--- src/rtl/fa_call_dispatcher.sv ---
// Seat call lights with round-robin attendant dispatch (IDLE -> DISPATCH -> SERVING).
// Define FA_CALL_TIMEOUT_EN to build the dispatch-acknowledge timeout that drives escalate.
module fa_call_dispatcher #(
  parameter int N_SEATS        = 8,
  parameter int TIMEOUT_CYCLES = 1000
) (
  input  logic               clk,
  input  logic               rst_n,
  input  logic [N_SEATS-1:0] call_button,
  input  logic [N_SEATS-1:0] cancel_button,
  input  logic               attendant_ack,
  input  logic               attendant_done,
  output logic [N_SEATS-1:0] light_state,
  output logic               dispatch_valid,
  output logic [3:0]         dispatch_seat,
  output logic               busy,
  output logic               escalate
);

  typedef enum logic [1:0] {IDLE, DISPATCH, SERVING} state_t;

  localparam logic [N_SEATS-1:0] ONE = {{(N_SEATS-1){1'b0}}, 1'b1};

  if (N_SEATS < 2 || N_SEATS > 16 || TIMEOUT_CYCLES < 1) begin : g_bad_params
    $error("fa_call_dispatcher: N_SEATS must be 2..16 and TIMEOUT_CYCLES >= 1");
  end

  state_t             r_state;
  logic [N_SEATS-1:0] r_light;
  logic               r_valid;
  logic [3:0]         r_seat;
  logic               r_busy;
  logic [3:0]         r_last;

  logic [N_SEATS-1:0] w_seat_mask;
  logic [N_SEATS-1:0] w_light_base;
  logic [N_SEATS-1:0] w_light_next;
  logic               w_offer_drop;
  logic               w_found;
  logic [3:0]         w_pick;
  logic [4:0]         w_idx;

  // Plain per-seat rule: call sets, cancel clears, call wins a tie.
  assign w_seat_mask  = ONE << r_seat;
  assign w_light_base = call_button | (r_light & ~cancel_button);
  assign w_offer_drop = !attendant_ack && ((w_light_base & w_seat_mask) == '0);

  // NOTE: every always_comb output gets a default first, so no path leaves it unassigned (no latch).
  always_comb begin
    w_light_next = w_light_base;
    case (r_state)
      DISPATCH: if (attendant_ack) w_light_next = w_light_base | w_seat_mask;
      SERVING: begin
        if (attendant_done)
          w_light_next = (w_light_base & ~w_seat_mask) | (call_button & w_seat_mask);
        else
          w_light_next = w_light_base | w_seat_mask;
      end
      default: ;
    endcase
  end

  // NOTE: blocking assignments here are intentional; w_idx is a loop-local scratch value.
  always_comb begin
    w_found = 1'b0;
    w_pick  = '0;
    w_idx   = '0;
    for (int k = 0; k < N_SEATS; k++) begin
      w_idx = 5'(r_last) + 5'd1 + 5'(k);
      if (w_idx >= 5'(N_SEATS)) w_idx = w_idx - 5'(N_SEATS);
      if (!w_found && (((r_light >> w_idx) & ONE) != '0)) begin
        w_found = 1'b1;
        w_pick  = w_idx[3:0];
      end
    end
  end

  // NOTE: sequential state uses non-blocking assignments only.
  always_ff @(posedge clk or negedge rst_n) begin
    if (!rst_n) begin
      r_state <= IDLE;
      r_light <= '0;
      r_valid <= 1'b0;
      r_seat  <= '0;
      r_busy  <= 1'b0;
      r_last  <= 4'(N_SEATS - 1);
    end else begin
      r_light <= w_light_next;
      case (r_state)
        IDLE: begin
          if (w_found) begin
            r_seat  <= w_pick;
            r_valid <= 1'b1;
            r_state <= DISPATCH;
          end
        end
        DISPATCH: begin
          if (attendant_ack) begin
            r_valid <= 1'b0;
            r_busy  <= 1'b1;
            r_last  <= r_seat;
            r_state <= SERVING;
          end else if (w_offer_drop) begin
            r_valid <= 1'b0;
            r_state <= IDLE;
          end
        end
        SERVING: begin
          if (attendant_done) begin
            r_busy  <= 1'b0;
            r_state <= IDLE;
          end
        end
        default: begin
          r_valid <= 1'b0;
          r_busy  <= 1'b0;
          r_state <= IDLE;
        end
      endcase
    end
  end

`ifdef FA_CALL_TIMEOUT_EN
  localparam int TW = $clog2(TIMEOUT_CYCLES + 1);

  logic [TW-1:0] r_timer;
  logic          r_escalate;

  // Counts cycles the offer stays open; saturates so escalate latches until the offer ends.
  always_ff @(posedge clk or negedge rst_n) begin
    if (!rst_n) begin
      r_timer    <= '0;
      r_escalate <= 1'b0;
    end else if (r_state == DISPATCH && !attendant_ack && !w_offer_drop) begin
      if (r_timer != TW'(TIMEOUT_CYCLES)) r_timer <= r_timer + 1'b1;
      if (r_timer == TW'(TIMEOUT_CYCLES - 1)) r_escalate <= 1'b1;
    end else begin
      r_timer    <= '0;
      r_escalate <= 1'b0;
    end
  end

  assign escalate = r_escalate;
`else
  assign escalate = 1'b0;
`endif

  assign light_state    = r_light;
  assign dispatch_valid = r_valid;
  assign dispatch_seat  = r_seat;
  assign busy           = r_busy;

endmodule

--- config.mk ---
export PLATFORM = sky130hd
export DESIGN_NAME = fa_call_dispatcher
export DESIGN_NICKNAME = d
export VERILOG_FILES = /design/src/rtl/fa_call_dispatcher.sv
export SDC_FILE = /design/constraint.sdc
export NUM_CORES = 1
export LEC_CHECK = 0
export CAP_MARGIN = 20
export CORE_ASPECT_RATIO = 1.75
export CORE_UTILIZATION = 51
export DETAILED_ROUTE_END_ITERATION = 8
export HOLD_SLACK_MARGIN = 0.02
export PLACE_DENSITY = 0.81
export RECOVER_POWER = 50
export SKIP_LAST_GASP = 1
export SYNTH_ARGS = -nofsm -noshare
export SYNTH_HDL_FRONTEND = slang
export SYNTH_SLANG_ARGS = --single-unit
--- constraint.sdc ---
create_clock -name clk -period 3.6 [get_ports clk]
set_clock_uncertainty 0.1 [all_clocks]
set_input_delay 0.54 -clock clk [delete_from_list [all_inputs] [get_ports clk]]
set_output_delay 0.54 -clock clk [all_outputs]
set_load 0.05 [all_outputs]
==> results of run 1 <==
## cell families after synthesis
family | count (synthesis) | synth area share
XOR/XNOR | 12 | 0.0568
other | 1 | 0.00149
AO/OA/AOI/OAI | 105 | 0.290
adder cells (fa/ha/maj) | 13 | 0.0648
buffers and inverters | 38 | 0.0867
flip-flops | 20 | 0.201
multiplexers | 23 | 0.131
AND/OR/NAND/NOR | 74 | 0.168
## worst reg2reg max path, cell delays in order, from the launching register on
cell and delay, ns:
dfstp_2 0.63, inv_1 0.11, ha_4 0.39, buf_4 0.16, mux4_2 0.57, o221ai_2 0.37
a21boi_0 0.46, nand2_1 0.16, o32ai_1 0.33, a32o_1 0.20
## flip-flops by register name, summed over array words and instances, names as in the netlist
name	flops
r_state	2
dispatch_valid	1
busy	1
light_state	8
r_last	4
dispatch_seat	4
## worst min-delay path by stage
| stage | from | end | slack [ns] |
|---|---|---|---|
| floorplan | rst_n | busy | 0.14 |
| global placement | r_state[1] | r_state[1] | 0.40 |
| detailed placement | busy | busy | 0.40 |
| CTS | busy | busy | 0.42 |
| global route | busy | busy | 0.46 |
| finish | busy | busy | 0.42 |
## cells in the final DEF, fill, tap and decap left out, types with 8 or more instances in the layout
cell | Yosys | layout
a21oi_1 | 34 | 34
a31oi_1 | 11 | 11
buf_4 | 4 | 21
clkdlybuf4s50_1 | 0 | 31
dfrtp_1 | 17 | 17
ha_1 | 13 | 8
inv_1 | 17 | 16
mux2_2 | 10 | 10
nand2_1 | 18 | 18
nand2b_1 | 8 | 8
nor2_1 | 17 | 17
o22ai_1 | 16 | 15
## per-layer routing
layer | vias to the layer above | global-route usage | wire (microns)
li1 | 1145 | - | -
met1 | 1148 | 0.332 | 2580
met2 | 96 | 0.550 | 3840
met3 | 39 | 0.0274 | 266
met4 | 0 | 0.246 | 595
met5 | - | 0 | 0
## layout make-up
cell class | instances | area (sq um) | share of cell area
Tap cell | 52 | 65.1 | 0.0213
Clock buffer | 4 | 45.0 | 0.0147
Sequential cell | 20 | 504 | 0.165
Inverter | 19 | 87.6 | 0.0287
Timing Repair Buffer | 55 | 508 | 0.166
Multi-Input combinational cell | 228 | 1850 | 0.604
## per-stage QoR
stage               area [sq um]  setup TNS [ns]
floorplan                   2570         -0.0468
global placement            2950               0
detailed placement          2950        -0.00524
CTS                         3000               0
global route                3060         -0.0136
finish                      3060               0
## what timing repair did
item	CTS	global route
setup buffers	0	4
endpoints found under the setup margin	1	6
pin swaps	0	2
gates resized for setup	1	4
==> results.py, run 1 <==
metrics = {
    "layout": {
        "num-nets-final": 360,
        "finalNonFillerCells": 378,
        "final_util": 0.649,
        "fillers": 407,
        "n_antenna_cell": 0,
        "drive_gt1_frac": 0.227,
        "area_growth_pct": 21.8,
    },
    "floorplanning": {
        "rows": 33,
        "coreArea_sq_mm": 0.00471,
        "fp.dieW_microns": 55.0,
        "ios": 35,
        "floorplan.die.height_microns": 94.8,
        "die-area_sq_mm": 0.00522,
        "start_util": 0.533,
    },
    "worst_setup_path": {
        "cp_max_fo": 11,
        "reg2reg_from": "r_last[1]",
        "crit_family": "compound AO/OA/AOI/OAI gates",
        "required_ns": 3.70,
        "rrSetupSlack_ns": 0.05,
        "cp-end-kind": "register",
        "rr_worst_depth": 9,
        "cpMaxStageDelayCell": "dfstp_2",
        "cp-startpoint": "r_last[1]",
        "rr_endpoint": "dispatch_seat[2]",
        "worstSetupEndpoint": "dispatch_seat[2]",
        "critPathKind": "register to register",
        "max_stage_delay_ns": 0.63,
        "cp_num_buf_inv": 2,
        "cp.depth": 9,
        "cp.arrival_ns": 3.65,
        "critPathLaunchType": "register",
        "path_cells": "inv_1 -> ha_4 -> buf_4 -> mux4_2 -> o221ai_2 -> a21boi_0 -> nand2_1 -> o32ai_1 -> a32o_1",
    },
    "drt": {
        "detail_route.wl_per_cell_microns": 19.3,
        "final_antenna_net_count": 0,
        "viasPerCell": 6.42,
        "first_pass_iters": 4,
        "drt_iter0_markers": 111,
        "route.final.wire_length_microns": 7280,
        "via_count": 2428,
        "drcViolationCount": 0,
    },
    "cts": {
        "numCtsBuffers": 3,
        "htreeDepth": 1,
        "cts_tree": "done",
        "cts_sinks": 20,
        "clkLatencyLatePin_ns": 0.26,
        "path_clk_slew_ns": 0.07,
        "cts_root_buf": "clkbuf_8",
        "clk_path_buf_depth": 2,
        "postCtsHoldBufs": 0,
    },
    "yosys": {
        "synthTopCellsByCount": "a21oi_1 (34), nand2_1 (18), dfrtp_1 (17), inv_1 (17), nor2_1 (17)",
        "yosysUniqueCellTypes": 74,
        "yosysMostFrequentCell": "a21oi_1",
        "synth_flop_cell": "dfrtp_1",
        "synth_top_area_frac": 0.169,
        "synth_edf_count": 0,
        "yosysWarnings": 0,
        "ys_seq_area_frac": 0.201,
        "yosysTopAreaCell": "dfrtp_1",
        "synth.cell_area_sq_mm": 0.00251,
        "ys_ff_latch": 20,
        "synth_nets": 319,
        "avgSynthCellArea_sq_um": 8.78,
        "synthArstFlopShare": 1.00,
        "syn_inst": 286,
        "synthTopCellsByArea": "dfrtp_1 (17%), a21oi_1 (6.8%), ha_1 (6.5%), mux4_2 (5.4%), mux2_2 (4.5%)",
    },
    "status": {
        "status": "completed",
    },
    "sta": {
        "hold_violations": 0,
        "final.setup.worst_slack_ns": 0.0517,
        "worst_pin_slew_ns": 0.968,
        "fmaxAchievable_mhz": 282,
        "fin_hold_ws_ns": 0.423,
        "setup_viol": 0,
        "fin_crit_sh": 0.986,
        "slew_violations": 0,
        "final.min_clock_period_ns": 3.55,
        "max_slew_margin": 0.353,
    },
    "placed_design": {
        "io_buffers": 33,
        "pre_cts_slack_ns": -0.00524,
        "dp_cells": 370,
        "dp_hpwl_microns": 5700,
        "place_congestion": 0.972,
    },
    "global_routing": {
        "gr-total-overflow": 0,
        "grt_pass1_wl_microns": 11900,
        "first_global_vias": 2507,
        "antenna_found_initial": 0,
        "grt_max_degree": 21,
        "track_usage": 0.319,
    },
    "job": {
        "maxCapViolCount": 0,
    },
    "hold_path": {
        "holdCritPathClass": "register to register",
        "min_path_cells": 2,
    },
}
Power of run 1 is left out: the tool's default activity adds up to more than one toggle a clock period on the data nets, which glitch-free logic cannot reach.
==> run 2, diff against run 1 <==
- CORE_MARGIN: unset -> 2
- CORE_UTILIZATION: 51 -> 52
- CTS_BUF_LIST: unset -> sky130_fd_sc_hd__clkbuf_4
- CTS_CLUSTER_DIAMETER: unset -> 120
- PLACE_DENSITY: 0.81 -> 0.82
==> run 2 against run 1 <==
Count of clock-buffer cells in the layout is the same; sequential share of layout area decreased by 0.18 points; setup slack better by 0.038 ns; global-route usage is 3.7 points lower; critical path depth rose by 3; die area up 3.9%; hold slack improved by 0.013 ns; first-iteration DRC count decreased by 23%; cell area rose by 1.1%; non-clock buffer count rose by 7.
==> results.py, run 2 (synthesis results as in run 1) <==
metrics = {
    "drt": {
        "drcViolationCount": 0,
        "via_count": 2448,
        "route.final.wire_length_microns": 7390,
        "viasPerCell": 6.36,
        "first_pass_iters": 4,
        "final_antenna_net_count": 0,
        "drt_iter0_markers": 85,
        "detail_route.wl_per_cell_microns": 19.2,
    },
    "global_routing": {
        "gr-total-overflow": 0,
        "track_usage": 0.282,
        "grt_pass1_wl_microns": 11800,
        "antenna_found_initial": 0,
        "first_global_vias": 2560,
        "grt_max_degree": 21,
    },
    "cts": {
        "cts_root_buf": "clkbuf_4",
        "clk_path_buf_depth": 2,
        "path_clk_slew_ns": 0.12,
        "postCtsHoldBufs": 0,
        "cts_sinks": 20,
        "cts_tree": "done",
        "htreeDepth": 1,
        "numCtsBuffers": 3,
        "clkLatencyLatePin_ns": 0.31,
    },
    "worst_setup_path": {
        "path_cells": "clkinv_8 -> ha_4 -> clkbuf_4 -> buf_4 -> mux2_2 -> o22ai_2 -> a211oi_2 -> a21oi_1 -> mux2_1 -> o32a_1 -> a22o_1 -> a31oi_1",
        "cpMaxStageDelayCell": "dfstp_2",
        "cp-startpoint": "r_last[0]",
        "cp-end-kind": "register",
        "rrSetupSlack_ns": 0.09,
        "crit_family": "compound AO/OA/AOI/OAI gates",
        "max_stage_delay_ns": 0.64,
        "critPathLaunchType": "register",
        "reg2reg_from": "r_last[0]",
        "required_ns": 3.73,
        "worstSetupEndpoint": "dispatch_seat[1]",
        "cp_max_fo": 9,
        "rr_endpoint": "dispatch_seat[1]",
        "rr_worst_depth": 12,
        "cp_num_buf_inv": 3,
        "cp.arrival_ns": 3.64,
        "cp.depth": 12,
        "critPathKind": "register to register",
    },
    "layout": {
        "mostFrequentLayoutCells": "a21oi_1 (34), clkdlybuf4s50_1 (31), buf_4 (28)",
        "drive_gt1_frac": 0.249,
        "n_antenna_cell": 0,
        "num-nets-final": 367,
        "area_growth_pct": 23.1,
        "final_common_cell": "a21oi_1",
        "largest_reg_flops": 8,
    },
    "placed_design": {
        "place_congestion": 0.920,
        "io_buffers": 33,
        "dp_hpwl_microns": 5800,
    },
    "sta": {
        "worst_pin_slew_ns": 0.928,
        "setup_viol": 0,
        "slew_violations": 0,
        "max_slew_margin": 0.379,
        "fmaxAchievable_mhz": 285,
        "fin_setup_tns_ns": 0,
        "final.min_clock_period_ns": 3.51,
        "hold_violations": 0,
        "fin_crit_sh": 0.975,
    },
    "floorplanning": {
        "floorplan.die.height_microns": 95.9,
        "rows": 33,
        "die-area_sq_mm": 0.00542,
        "ios": 35,
        "coreArea_sq_mm": 0.00467,
        "fp.dieW_microns": 56.5,
        "start_util": 0.538,
    },
    "hold_path": {
        "holdCritPathClass": "register to register",
    },
    "status": {
        "status": "completed",
    },
    "job": {
        "maxCapViolCount": 0,
    },
}
==> run 2: cell types whose count changed in the layout (fill, tap and decap cells not counted), sizes merged <==
cell / before / now
buf: 22 / 28
clkbuf: 4 / 5
==> run 2: area by class of cell <==
class | count | area (sq um)
inverter | 19 | 87.6
timing repair buffer | 62 | 548
sequential | 20 | 504
tap | 52 | 65.1
fill | 379 | 1580
clock buffer | 4 | 30.0
multi-input combinational | 228 | 1860
==> run 2: worst min path at each step <==
| stage | startpoint | to | slack (ns) | cells after the start |
|---|---|---|---|---|
| 6_report | r_state[1] | r_state[1] | 0.44 | 1 |
| 5_1_grt | r_state[1] | r_state[1] | 0.45 | 1 |
| 4_1_cts | busy | busy | 0.44 | 2 |
| 3_5_place_dp | busy | busy | 0.41 | 2 |
| 3_3_place_gp | r_state[1] | r_state[1] | 0.40 | 1 |
| 2_1_floorplan | rst_n | busy | 0.14 | 0 |
==> run 2: worst reg2reg max path, delay by kind of cell (launching register included) <==
family | cells | cell delay [ns]
buffers and inverters | 3 | 0.44
adders and majority gates | 1 | 0.35
muxes | 2 | 0.70
AOI/OAI and AO/OA | 6 | 1.21
DFF | 1 | 0.64
==> run 2: repair_timing <==
item,4_1_cts,5_1_grt
resized for setup,0,5
buffers inserted,0,7
endpoints found under the setup margin,0,5
==> run 2: per-stage QoR <==
stage | worst slack [ns] | hold slack [ns] | std cells | area (sq um) | util
2_1_floorplan | -0.0468 | 0.144 | 286 | 2570 | -
3_3_place_gp | 0.155 | 0.396 | 374 | 2980 | 0.639
3_5_place_dp | 0.0415 | 0.405 | 374 | 2980 | 0.639
4_1_cts | 0.0171 | 0.436 | 378 | 3010 | 0.645
5_1_grt | -0.00867 | 0.452 | 385 | 3090 | 0.662
6_report | 0.0900 | 0.436 | 385 | 3090 | 0.662
==> run 2: per-layer routing <==
layer  track usage  up-vias  wire, microns  part of all wire
li1              -     1160              -                 -
met1         0.258     1142           2430              0.33
met5             0        -              0                 0
met4         0.222        0            578             0.078
met3        0.0309       47            275             0.037
met2         0.547       99           4100              0.56
Power of run 2 is left out for the same reason.
==> run 3, diff against run 2 <==
- CTS_CLUSTER_SIZE: unset -> 28
- clock period: 3.6 -> 3.2 ns (I/O delays scaled with it)
==> run 3 against run 2 <==
The flow now finishes with violations (setup timing); non-clock buffer count up 39; register-to-register slack worse by 0.32 ns; routed wire length up 21%; count of clock-buffer cells in the layout down 1; critical path depth up 2; die area unchanged; cell count up 10%; critical endpoint is now dispatch_seat[0].
==> results.py, run 3 (synthesis results as in run 1) <==
metrics = {
    "worst_setup_path": {
        "required_ns": 3.31,
        "critPathLaunchType": "register",
        "cp-end-kind": "register",
        "cp.arrival_ns": 3.54,
        "critPathKind": "register to register",
        "cp_max_fo": 8,
    },
    "sta": {
        "final.setup.worst_slack_ns": -0.228,
        "fin_crit_sh": 1.07,
        "max_slew_margin": 0.332,
        "final.min_clock_period_ns": 3.43,
        "fin_setup_tns_ns": -0.786,
        "fin_hold_ws_ns": 0.442,
        "slew_violations": 0,
        "setup_viol": 7,
        "worst_pin_slew_ns": 0.998,
        "rsz0062_at_grt": "true",
        "hold_violations": 0,
        "fmaxAchievable_mhz": 292,
    },
    "placed_design": {
        "io_buffers": 33,
        "placed_area_sq_mm": 0.00319,
        "dp_hpwl_microns": 5850,
        "place_congestion": 0.943,
    },
    "cts": {
        "cts_tree": "done",
        "clk_path_buf_depth": 2,
        "numCtsBuffers": 3,
        "postCtsHoldBufs": 0,
        "htreeDepth": 1,
        "path_clk_slew_ns": 0.13,
        "cts_root_buf": "clkbuf_4",
        "clkLatencyLatePin_ns": 0.31,
        "cts_sinks": 20,
    },
    "layout": {
        "final_common_cell": "buf_4",
        "mostFrequentLayoutCells": "buf_4 (64), a21oi_1 (32), clkdlybuf4s50_1 (32)",
        "fillers": 310,
        "register_area_sq_um": 504,
        "num-nets-final": 406,
        "drive_gt1_frac": 0.371,
        "n_antenna_cell": 0,
        "area_growth_pct": 42.1,
        "final_util": 0.765,
        "largest_reg_flops": 8,
        "multi_input_area_sq_mm": 0.00199,
        "finalInstanceArea_sq_mm": 0.00357,
    },
    "job": {
        "maxCapViolCount": 0,
    },
    "floorplanning": {
        "start_util": 0.538,
        "coreArea_sq_mm": 0.00467,
        "ios": 35,
        "fp.dieW_microns": 56.5,
        "rows": 33,
        "die-area_sq_mm": 0.00542,
        "floorplan.die.height_microns": 95.9,
    },
    "drt": {
        "detail_route.wl_per_cell_microns": 21.1,
        "final_antenna_net_count": 0,
        "first_pass_iters": 4,
        "drt_iter0_markers": 133,
        "via_count": 2800,
        "drcViolationCount": 0,
        "route.final.wire_length_microns": 8960,
        "viasPerCell": 6.60,
    },
    "status": {
        "status": "complete, but fails checks",
        "violations": "setup timing",
    },
    "hold_path": {
        "holdCritPathClass": "register to register",
    },
    "global_routing": {
        "track_usage": 0.302,
        "grt_pass1_wl_microns": 12900,
        "first_global_vias": 2718,
        "grt_max_degree": 21,
        "antenna_found_initial": 0,
        "gr-total-overflow": 0,
    },
}
run 3: worst max-delay path: stages, from the launching register on:
cell	delay, ns
dfstp_2	0.59
buf_12	0.12
clkinv_8	0.04
ha_4	0.35
clkinvlp_4	0.14
ha_4	0.25
or2_4	0.24
o22ai_4	0.17
buf_4	0.14
a211o_1	0.15
nor2_1	0.06
or4_4	0.50
nand3_1	0.13
o22ai_1	0.08
mux2_4	0.27
run 3: through the flow:
step	cells	worst slack, ns
global placement	399	-0.217
floorplan	286	-0.447
CTS	414	-0.102
detailed placement	399	-0.214
finish	424	-0.228
global route	424	-0.256
run 3: worst paths after layout:
path,start,endpoint,slack [ns],cells past startpoint
worst min register to register,busy,busy,0.44,2
min in group asynchronous,rst_n,light_state[6],0.66,1
max in group asynchronous,rst_n,dispatch_seat[3],1.73,1
worst min-delay path,busy,busy,0.44,2
worst max-delay path,r_last[0],dispatch_seat[0],-0.23,14
worst max register to register,r_last[0],dispatch_seat[0],-0.23,14
run 3: what timing repair did:
| action | CTS | global route |
|---|---|---|
| setup endpoints to repair | 7 | 7 |
| pin swaps | 12 | 13 |
| endpoints found under the hold margin | 0 | 0 |
| gates resized for setup | 17 | 18 |
| buffers inserted | 11 | 10 |
run 3: metal layers:
metal,GRT usage,vias up,part of all wire
met3,0.0269,58,0.049
met2,0.561,157,0.52
met4,0.234,0,0.083
li1,-,1238,-
met1,0.302,1347,0.35
met5,0,-,0
run 3: cell type report:
cell class	instances	area share
flip-flops and latches	20	0.141
clock inverters	1	0.00842
multi-input cells	228	0.559
repair buffers	101	0.242
clock buffers	3	0.00631
inverters	19	0.0246
well taps	52	0.0182
Power of run 3 is left out for the same reason.
